[src/rtl/cpu_exec_ctrl.sv]
// cpu_exec_ctrl
// Control-side sequencer for the multi-cycle (non-pipelined) core. It takes one
// decoded instruction at a time and enables the exec stage until exec reports
// done. It then runs the optional data-memory transaction, writes the register
// file and commits the next program counter.
//
// Handshake semantics: a transfer on a valid/ready pair happens on a rising
// clock edge where both are high. o_en_exec/i_exec_done behaves the same way:
// o_en_exec stays high until i_exec_done is sampled high. o_dmem_req and its
// address/data/we stay stable until i_dmem_ack is sampled high. Read data is
// valid in the ack cycle.
//
// Ports:
//   i_clk, i_rst                 clock, async active-high reset
//   i_instr_valid/o_instr_ready  instruction handshake from decode
//   i_rd_addr, i_sel_wb,         decoded fields, latched on accept
//   i_mem_rd, i_mem_wr, i_imm
//   o_en_exec, i_exec_done       exec-stage enable / result valid
//   i_sel_pc, i_branch_taken     next-PC select and taken flag from exec
//   i_alu_out, i_adder_out,      exec-stage results, latched on done
//   i_muldiv_out, i_rf_rd2_data
//   o_dmem_*, i_dmem_*           data memory request channel
//   o_rf_wr_*                    register file write port
//   o_pc, o_retired, o_trap      architectural PC, retire pulse, sticky trap
//   o_dbg_state                  current FSM state, for observation only
//
// Encodings:
//   sel_wb: 0 alu, 1 muldiv, 2 pc+4, 3 dmem
//   sel_pc: 0 pc+4, 1 pc+imm, 2 alu (adder_out with bit 0 cleared)
module cpu_exec_ctrl #(
    parameter logic [31:0] p_boot_addr       = 32'h0000_0000,
    parameter int unsigned p_rf_read_buf     = 0,
    parameter int unsigned p_trap_misaligned = 1
) (
    input  logic        i_clk,
    input  logic        i_rst,
    input  logic        i_instr_valid,
    output logic        o_instr_ready,
    input  logic [4:0]  i_rd_addr,
    input  logic [1:0]  i_sel_wb,
    input  logic        i_mem_rd,
    input  logic        i_mem_wr,
    input  logic [31:0] i_imm,
    output logic        o_en_exec,
    input  logic        i_exec_done,
    input  logic [1:0]  i_sel_pc,
    input  logic        i_branch_taken,
    input  logic [31:0] i_alu_out,
    input  logic [31:0] i_adder_out,
    input  logic [31:0] i_muldiv_out,
    input  logic [31:0] i_rf_rd2_data,
    output logic        o_dmem_req,
    output logic        o_dmem_we,
    output logic [31:0] o_dmem_addr,
    output logic [31:0] o_dmem_wr_data,
    input  logic        i_dmem_ack,
    input  logic [31:0] i_dmem_rd_data,
    output logic        o_rf_wr_en,
    output logic [4:0]  o_rf_wr_addr,
    output logic [31:0] o_rf_wr_data,
    output logic [31:0] o_pc,
    output logic        o_retired,
    output logic        o_trap,
    output logic [2:0]  o_dbg_state
);

    localparam logic [1:0] WB_ALU    = 2'd0;
    localparam logic [1:0] WB_MULDIV = 2'd1;
    localparam logic [1:0] WB_PC     = 2'd2;
    localparam logic [1:0] WB_DMEM   = 2'd3;

    localparam logic [1:0] PC_PLUS_4 = 2'd0;
    localparam logic [1:0] PC_IMM    = 2'd1;
    localparam logic [1:0] PC_ALU    = 2'd2;

    localparam logic [2:0] IDLE = 3'd0;
    localparam logic [2:0] READ = 3'd1;
    localparam logic [2:0] EXEC = 3'd2;
    localparam logic [2:0] MEM  = 3'd3;
    localparam logic [2:0] WB   = 3'd4;
    localparam logic [2:0] TRAP = 3'd5;

    logic [2:0]  state;
    logic [31:0] pc_q;
    logic [4:0]  rd_q;
    logic [1:0]  sel_wb_q;
    logic        mem_rd_q;
    logic        mem_wr_q;
    logic [31:0] imm_q;
    logic [31:0] target_q;
    logic [31:0] alu_q;
    logic [31:0] muldiv_q;
    logic [31:0] adder_q;
    logic [31:0] rd2_q;
    logic [31:0] load_q;

    logic [31:0] pc_plus_4;
    logic [31:0] target_next;
    logic        misaligned;
    logic [31:0] wb_data;

    assign pc_plus_4 = pc_q + 32'd4;

    // Target is formed from the exec outputs in the done cycle, so the exec
    // stage does not need to hold sel_pc/taken after done.
    always_comb begin
        target_next = pc_plus_4;
        case (i_sel_pc)
            PC_PLUS_4: target_next = pc_plus_4;
            PC_IMM:    target_next = pc_q + imm_q;
            PC_ALU:    target_next = {i_adder_out[31:1], 1'b0};
            default:   target_next = pc_plus_4;
        endcase
    end

    assign misaligned = (p_trap_misaligned != 0) && i_branch_taken &&
                        (target_next[1:0] != 2'b00);

    always_comb begin
        wb_data = alu_q;
        case (sel_wb_q)
            WB_ALU:    wb_data = alu_q;
            WB_MULDIV: wb_data = muldiv_q;
            WB_PC:     wb_data = pc_plus_4;
            WB_DMEM:   wb_data = load_q;
            default:   wb_data = alu_q;
        endcase
    end

    always_ff @(posedge i_clk or posedge i_rst) begin
        if (i_rst) begin
            state    <= IDLE;
            pc_q     <= p_boot_addr;
            rd_q     <= '0;
            sel_wb_q <= WB_ALU;
            mem_rd_q <= 1'b0;
            mem_wr_q <= 1'b0;
            imm_q    <= '0;
            target_q <= '0;
            alu_q    <= '0;
            muldiv_q <= '0;
            adder_q  <= '0;
            rd2_q    <= '0;
            load_q   <= '0;
        end else begin
            case (state)
                IDLE: begin
                    if (i_instr_valid) begin
                        rd_q     <= i_rd_addr;
                        sel_wb_q <= i_sel_wb;
                        mem_rd_q <= i_mem_rd;
                        mem_wr_q <= i_mem_wr;
                        imm_q    <= i_imm;
                        state    <= (p_rf_read_buf != 0) ? READ : EXEC;
                    end
                end
                READ: state <= EXEC;
                EXEC: begin
                    if (i_exec_done) begin
                        alu_q    <= i_alu_out;
                        muldiv_q <= i_muldiv_out;
                        adder_q  <= i_adder_out;
                        rd2_q    <= i_rf_rd2_data;
                        target_q <= target_next;
                        if (misaligned)
                            state <= TRAP;
                        else if (mem_rd_q || mem_wr_q)
                            state <= MEM;
                        else
                            state <= WB;
                    end
                end
                MEM: begin
                    if (i_dmem_ack) begin
                        if (mem_rd_q)
                            load_q <= i_dmem_rd_data;
                        state <= WB;
                    end
                end
                WB: begin
                    pc_q  <= target_q;
                    state <= IDLE;
                end
                TRAP: state <= TRAP;
                default: state <= IDLE;
            endcase
        end
    end

    // All outputs decode from reset-cleared state, so they clear the moment
    // reset asserts (an in-flight dmem request drops immediately).
    assign o_instr_ready  = (state == IDLE);
    assign o_en_exec      = (state == EXEC);
    assign o_dmem_req     = (state == MEM);
    assign o_dmem_we      = (state == MEM) && mem_wr_q;
    assign o_dmem_addr    = adder_q;
    assign o_dmem_wr_data = rd2_q;
    assign o_rf_wr_en     = (state == WB) && (rd_q != 5'd0) && !mem_wr_q;
    assign o_rf_wr_addr   = rd_q;
    assign o_rf_wr_data   = wb_data;
    assign o_pc           = pc_q;
    assign o_retired      = (state == WB);
    assign o_trap         = (state == TRAP);
    assign o_dbg_state    = state;

endmodule

[config.mk]
export PLATFORM = sky130hd
export DESIGN_NAME = cpu_exec_ctrl
export DESIGN_NICKNAME = d
export VERILOG_FILES = /design/src/rtl/cpu_exec_ctrl.sv
export SDC_FILE = /design/constraint.sdc
export NUM_CORES = 1
export LEC_CHECK = 0
export BUFFER_PORTS_ARGS = -buffer_cell sky130_fd_sc_hd__buf_4
export CAP_MARGIN = 25
export CORE_MARGIN = 2
export CORE_UTILIZATION = 40
export CTS_CLUSTER_DIAMETER = 150
export DETAILED_ROUTE_END_ITERATION = 6
export PLACE_DENSITY = 0.66
export SLEW_MARGIN = 5
export SYNTH_ARGS = -nofsm -noshare
export SYNTH_HDL_FRONTEND = slang
export SYNTH_SLANG_ARGS = --single-unit
[constraint.sdc]
create_clock -name i_clk -period 8.58 [get_ports i_clk]
set_clock_uncertainty 0.2 [all_clocks]
set_input_delay 0.429 -clock i_clk [delete_from_list [all_inputs] [get_ports i_clk]]
set_output_delay 0.429 -clock i_clk [all_outputs]
set_load 0.005 [all_outputs]
-- Word-level counts from Yosys, hierarchy flattened
Index checks and enable logic that the tools add are counted.
- flip-flop bits (word level): 268
- output and inout bits: 143
- reductions and logical operators: 14
- add/subtract/negate cells: 2
- multiplexer cells: 8
- equality and inequality tests: 13
- operator list (cell ; count):
    $pmux 32 s4 ; 1
    $pmux 32 s2 ; 1
    $add 32x3->32 const B ; 1
    $add 32x32->32 ; 1
    $mux 3 ; 5
    $pmux 3 s5 ; 1
    $eq 2x2->1 const B ; 3
    $eq 3x2->1 const B ; 2
    $eq 3x3->1 const B ; 2
    $reduce_and 3->1 ; 2
    $reduce_bool 5->1 ; 1
    $eq 2x1->1 const B ; 2
    $logic_and 1x1->1 ; 4
    $ne 2x1->1 const B ; 2
    $reduce_and 2->1 ; 2
    $eq 3x1->1 const B ; 1
    $logic_not 3->1 ; 1
    $logic_not 2->1 ; 1
    $ne 2x2->1 const B ; 1
    $reduce_bool 2->1 ; 1
    $logic_not 1->1 ; 1
    $logic_or 1x1->1 ; 1

-- Logic depth before layout (Yosys ltp)
- depth in word-level cells: 7
- mapped depth: 12
- gate-level depth less buffers: 12

-- Least setup slack after synthesis
Ideal clock, no wire load.
- path kind: reg2reg
- start point: reg pc_q[17] (netlist: o_pc[17])
- end point: reg target_q[28]
- buffers on the path: 1
- clock period less this slack: 2.908 ns
- data arrival time: 2.582 ns
- cell stages (with the launch flop): 12
- slack: 5.672 ns
- data required time: 8.254 ns
- cells stage by stage: dfrtp_1 ha_1 buf_6 and4_4 and3_4 a221o_1 a211oi_2 nor2_1 o21ai_1 nand2b_1 xor2_1 a221o_1
- cells in the longest elaborated chain, start to end: 2
- elaborated cells on any way between the ends: 3
- classes of those cells: 2 x add/sub; 1 x mux
- ends and longest elaborated chain (what ; line ; source):
    start: declaration ; 84 ; logic [31:0] pc_q;
    start signal: assignment ; 133 ; pc_q <= p_boot_addr;
    start signal: assignment ; 181 ; pc_q <= target_q;
    $add 32x3->32 / $add 32x32->32 (equally long branches) ; 102, 110 ;
    $pmux 32 s2 (*) ; 108 ; case (i_sel_pc)
    end signal: assignment ; 164 ; target_q <= target_next;
    end: declaration ; 90 ; logic [31:0] target_q;
Every way passes the cells marked *; elsewhere a longest branch is shown, timed or not.
A chain may end at the register's enable or synchronous reset.

-- Worst setup path in the final report
- start point: reg pc_q[17] (netlist: o_pc[17])
- end point: out o_rf_wr_data[31]
- cells in the longest elaborated chain, start to end: 2
- ends and longest elaborated chain (what ; line ; source):
    $add 32x3->32 ; 102 ; assign pc_plus_4 = pc_q + 32'd4;
    $pmux 32 s4 ; 121 ; case (sel_wb_q)
    end: declaration ; 60 ; output logic [31:0] o_rf_wr_data,
No other way between the ends.

==> report_table.html <==
<table>
<tr><th>Metric</th><th>Value</th></tr>
<tr><th colspan="2">Worst setup path</th></tr>
<tr><td>Count of buffer and inverter cells on the critical path</td><td>1</td></tr>
<tr><td>Number of cell instances on the worst register-to-register path</td><td>11</td></tr>
<tr><td>Worst reg2reg path startpoint</td><td>o_pc[0]</td></tr>
<tr><td>Delay contributed by the slowest stage of the critical path</td><td>730 ps</td></tr>
<tr><td>Critical path depth</td><td>7</td></tr>
<tr><td>Biggest fanout along the worst timing path</td><td>7</td></tr>
<tr><td>Start point of the critical path</td><td>o_pc[17]</td></tr>
<tr><td>Startpoint Class</td><td>flop</td></tr>
<tr><td>Critical path start-end classification</td><td>flop to primary output</td></tr>
<tr><td>CP max stage cell</td><td>or4_1</td></tr>
<tr><td>Worst path top cell family by delay</td><td>simple AND/OR/NAND/NOR gates</td></tr>
<tr><td>Flop2flop setup slack</td><td>5130 ps</td></tr>
<tr><td>Worst flop-to-flop path endpoint</td><td>target_q[24]</td></tr>
<tr><td>Cell-by-cell listing of the critical path</td><td>and4_1 &gt; nand4_1 &gt; or4_1 &gt; nor2_2 &gt; xor2_1 &gt; mux4_2 &gt; buf_4</td></tr>
<tr><td>Sort of element at the end of the critical path</td><td>primary output</td></tr>
<tr><td>Required time reported for the critical path endpoint</td><td>7950 ps</td></tr>
<tr><td>Data arrival time of the worst path</td><td>3270 ps</td></tr>
<tr><td>Capture point of the critical path</td><td>o_rf_wr_data[31]</td></tr>
<tr><th colspan="2">Floorplanning</th></tr>
<tr><td>Effective utilization at floorplan</td><td>0.4063</td></tr>
<tr><td>Site Rows</td><td>67</td></tr>
<tr><td>Die Area</td><td>35550 sq um</td></tr>
<tr><td>Boundary Pins</td><td>352</td></tr>
<tr><td>Die W</td><td>188.6 microns</td></tr>
<tr><td>Die extent in y</td><td>188.6 microns</td></tr>
<tr><td>Core area</td><td>33530 sq um</td></tr>
<tr><th colspan="2">Timing</th></tr>
<tr><td>Post-layout min period</td><td>3895 ps</td></tr>
<tr><td>Setup violation total in the final timing report</td><td>0</td></tr>
<tr><td>Setup repair after global routing missed its margin</td><td>no</td></tr>
<tr><td>Total Neg Setup Slack</td><td>0 ps</td></tr>
<tr><td>Slew headroom</td><td>0.3705</td></tr>
<tr><td>Number of pins exceeding their max-slew limit in the final report</td><td>0</td></tr>
<tr><td>Worst-margin pin slew</td><td>944.3 ps</td></tr>
<tr><td>Period utilisation layout</td><td>0.4540</td></tr>
<tr><td>Max Fclk</td><td>256.7 MHz</td></tr>
<tr><td>Final hold violation count</td><td>0</td></tr>
<tr><th colspan="2">Power</th></tr>
<tr><td>Internal</td><td>4454 uW</td></tr>
<tr><td>Static leakage power</td><td>0.009557 uW</td></tr>
<tr><td>Switching share of total power</td><td>0.3901</td></tr>
<tr><td>Maximum VDD drop</td><td>183.6 uV</td></tr>
<tr><td>Net Switching</td><td>2849 uW</td></tr>
<tr><td>Final total power</td><td>7302 uW</td></tr>
<tr><td>Clock network power share</td><td>0.191</td></tr>
<tr><td>Sequential power share</td><td>0.322</td></tr>
<tr><td>Power share of the combinational group</td><td>0.487</td></tr>
<tr><td>Power density over the cells</td><td>369.3 nW/um^2</td></tr>
<tr><th colspan="2">Detailed routing</th></tr>
<tr><td>Routed wire length on met3</td><td>3210 microns</td></tr>
<tr><td>Routed metal-1 wire length</td><td>19210 microns</td></tr>
<tr><td>Antenna-violating nets left</td><td>0</td></tr>
<tr><td>Number of vias per cell after detailed routing</td><td>5.249</td></tr>
<tr><td>Total via count in the routed design</td><td>12470</td></tr>
<tr><td>Residual DRC</td><td>0</td></tr>
<tr><td>Length of the first detailed-routing pass in iterations</td><td>5</td></tr>
<tr><td>WL final</td><td>46070 microns</td></tr>
<tr><td>Highest layer used for signal routing</td><td>met4</td></tr>
<tr><td>DR WL met2</td><td>22100 microns</td></tr>
<tr><td>Iteration-0 DRC Markers</td><td>663</td></tr>
<tr><td>Average wire per standard cell</td><td>19.39 microns</td></tr>
<tr><th colspan="2">Logic synthesis</th></tr>
<tr><td>Simple-Gate Fraction of Synth Area</td><td>0.1806</td></tr>
<tr><td>Share of the synthesized netlist area taken by xor and xnor gates</td><td>0.03664</td></tr>
<tr><td>Multiplexer share of the synthesized area</td><td>0.1336</td></tr>
<tr><td>Number of flip-flops and latches in the synthesized netlist</td><td>268</td></tr>
<tr><td>Count of different cell masters after synthesis</td><td>66</td></tr>
<tr><td>Synth top area share</td><td>0.4922</td></tr>
<tr><td>Leading cell type by number of instances after synthesis</td><td>nand2_1</td></tr>
<tr><td>Post-Synth Adder-Cell Area</td><td>0.03269</td></tr>
<tr><td>Yosys top cell by area</td><td>dfrtp_1</td></tr>
<tr><td>Main combinational cell family by area after synthesis</td><td>simple AND/OR/NAND/NOR gates</td></tr>
<tr><td>Post-synthesis cell count</td><td>1382</td></tr>
<tr><td>Seq/Total Area, Yosys</td><td>0.4922</td></tr>
<tr><td>Per-instance average area after synthesis</td><td>9.858 sq um</td></tr>
<tr><td>Proportion of synthesized flip-flops having asynchronous set or reset</td><td>1.000</td></tr>
<tr><td>Top cells by area in the synthesized netlist</td><td>dfrtp_1, nand2_1, mux2_2, mux4_2, ha_1</td></tr>
<tr><td>Net count after synthesis</td><td>1626</td></tr>
<tr><td>Total of warnings raised by yosys</td><td>0</td></tr>
<tr><td>Complex-gate fraction of the synthesized area</td><td>0.09340</td></tr>
<tr><td>Synth cell count leaders</td><td>nand2_1, dfrtp_1, mux2_2, clkbuf_1, a21oi_1</td></tr>
<tr><td>Syn Std Cell Area</td><td>13620 sq um</td></tr>
<tr><td>Number of enable flip-flop cells after synthesis</td><td>0</td></tr>
<tr><td>Top flip-flop cell by instance count after synthesis</td><td>dfrtp_1</td></tr>
<tr><th colspan="2">Worst hold path</th></tr>
<tr><td>Number of instances on the worst hold path</td><td>4</td></tr>
<tr><td>Worst hold-check path type</td><td>primary input to flop</td></tr>
<tr><td>Hold Crit Start</td><td>i_exec_done</td></tr>
<tr><th colspan="2">CTS</th></tr>
<tr><td>Clock sink count</td><td>268</td></tr>
<tr><td>Number of levels in the clock H-tree</td><td>1</td></tr>
<tr><td>CTS clk-pin slew, worst paths</td><td>60 ps</td></tr>
<tr><td>Clock latency on the worst-skew pair</td><td>570 ps</td></tr>
<tr><td>Root buffer selected by CTS</td><td>clkbuf_16</td></tr>
<tr><td>Num CTS Buffers</td><td>30</td></tr>
<tr><td>Hold buffer count at cts</td><td>206</td></tr>
<tr><td>Buffers inserted during post-CTS setup optimization</td><td>0</td></tr>
<tr><td>Largest buffer count on any clock path</td><td>3</td></tr>
<tr><td>CTS tree</td><td>built</td></tr>
<tr><td>PostCTS Resize Cnt</td><td>0</td></tr>
<tr><th colspan="2">Finish</th></tr>
<tr><td>Post-synthesis to final-layout area growth</td><td>45.14%</td></tr>
<tr><td>Number of nets in the layout</td><td>2149</td></tr>
<tr><td>Fill cells</td><td>2789</td></tr>
<tr><td>Layout Cells excl Fill</td><td>2376</td></tr>
<tr><td>Share of final-layout standard cells stronger than drive strength 1</td><td>0.2970</td></tr>
<tr><th colspan="2">GRT</th></tr>
<tr><td>Vias in the first global route</td><td>12960</td></tr>
<tr><td>Global-route wire length before repair</td><td>71800 microns</td></tr>
<tr><td>Largest net degree at the start of global routing</td><td>171</td></tr>
<tr><td>Number of antenna violations at the first check in global routing</td><td>4</td></tr>
<tr><td>Overall fraction of global-route tracks in use</td><td>0.2560</td></tr>
<tr><td>Overflow left after global routing</td><td>0</td></tr>
<tr><th colspan="2">Place</th></tr>
<tr><td>Cell count after placement</td><td>2113</td></tr>
<tr><td>Weighted congestion reported at the end of routability-driven placement</td><td>0.8788</td></tr>
<tr><td>DP HPWL</td><td>30150 microns</td></tr>
<tr><td>Quantity of I/O buffers inserted on ports</td><td>351</td></tr>
<tr><th colspan="2">Flow run</th></tr>
<tr><td>Max-cap violations</td><td>0</td></tr>
<tr><th colspan="2">Outcome</th></tr>
<tr><td>Result of the run</td><td>finished clean</td></tr>
</table>
## logic make-up after synthesis
logic type | Yosys count
AOI/OAI and AO/OA | 193
buffers and inverters | 96
muxes | 137
xor gates and xnor gates | 57
adders and majority gates | 35
DFF | 268
and+or+nand+nor | 596
## layer usage
metal / GRT usage / up-vias
met5: 0 / -
met4: 0.08474 / 0
met3: 0.05439 / 90
met2: 0.4310 / 486
met1: 0.3290 / 6108
li1: - / 5787
## through the flow
stage | worst slack [ps] | utilization | instance area, sq um | hold WS, ps
2_1_floorplan | 569.0 | - | 13620 | 240.3
3_3_place_gp | 4965 | 0.4941 | 16570 | 251.5
3_5_place_dp | 5208 | 0.4949 | 16590 | 258.2
4_1_cts | 4677 | 0.5884 | 19730 | 87.29
5_1_grt | 4512 | 0.5896 | 19770 | 113.0
6_report | 4685 | 0.5897 | 19770 | 129.1
## worst register-to-register path: stages (launching register included)
cell,delay [ps]
dfrtp_1,470
ha_1,220
inv_1,60
fa_1,410
nor2b_1,190
o2111ai_1,190
a211oi_1,520
a211oi_2,240
o21ai_2,280
a31oi_1,130
xor2_1,180
o32ai_1,260
## layout make-up
| type | count | area (sq um) | area share |
|---|---|---|---|
| flip-flops and latches | 268 | 6709 | 0.3393 |
| multi-input cells | 1018 | 6516 | 0.3295 |
| repair buffers | 569 | 4833 | 0.2444 |
| clock buffers | 36 | 803.3 | 0.04062 |
| well taps | 448 | 560.5 | 0.02835 |
| clock inverters | 17 | 271.5 | 0.01373 |
| inverters | 18 | 75.07 | 0.003797 |
| diodes | 2 | 5.005 | 0.0002531 |
## power by group through the flow
| stage | clock network [uW] | logic (uW) | registers, uW |
|---|---|---|---|
| floorplan | 0 | 2200 | 2200 |
| global placement | 0 | 3380 | 2320 |
| CTS | 1420 | 3510 | 2340 |
| global route | 1470 | 3890 | 2430 |
| finish | 1390 | 3560 | 2350 |
| detailed placement | 0 | 3420 | 2350 |
## worst min path at each step
stage,to
global placement,alu_q[11]
CTS,o_dbg_state[0]
global route,o_dbg_state[0]
floorplan,muldiv_q[0]
finish,o_dbg_state[0]
detailed placement,alu_q[13]
## registers in the layout, summed over array words and instances, names as in the netlist, 2 cells and up
name,flops
muldiv_q,32
alu_q,32
o_rf_wr_addr,5
sel_wb_q,2
load_q,32
target_q,32
imm_q,32
o_pc,32
o_dbg_state,3
o_dmem_addr,32
o_dmem_wr_data,32
## cells in the final DEF, fill, tap and decap left out, drive strengths merged, types with 13 or more instances in the layout
cell         instances
nand3               17
o21ai               45
dlygate4sd3        206
xnor2               34
xor2                23
a31oi               14
ha                  34
a21oi               43
mux4                25
clkbuf              36
nand2              473
a21o                16
buf                363
inv                 18
nor2                42
dfrtp              268
mux2               109
nand4               13
and3                14
Power figures use the tool's default switching activity.
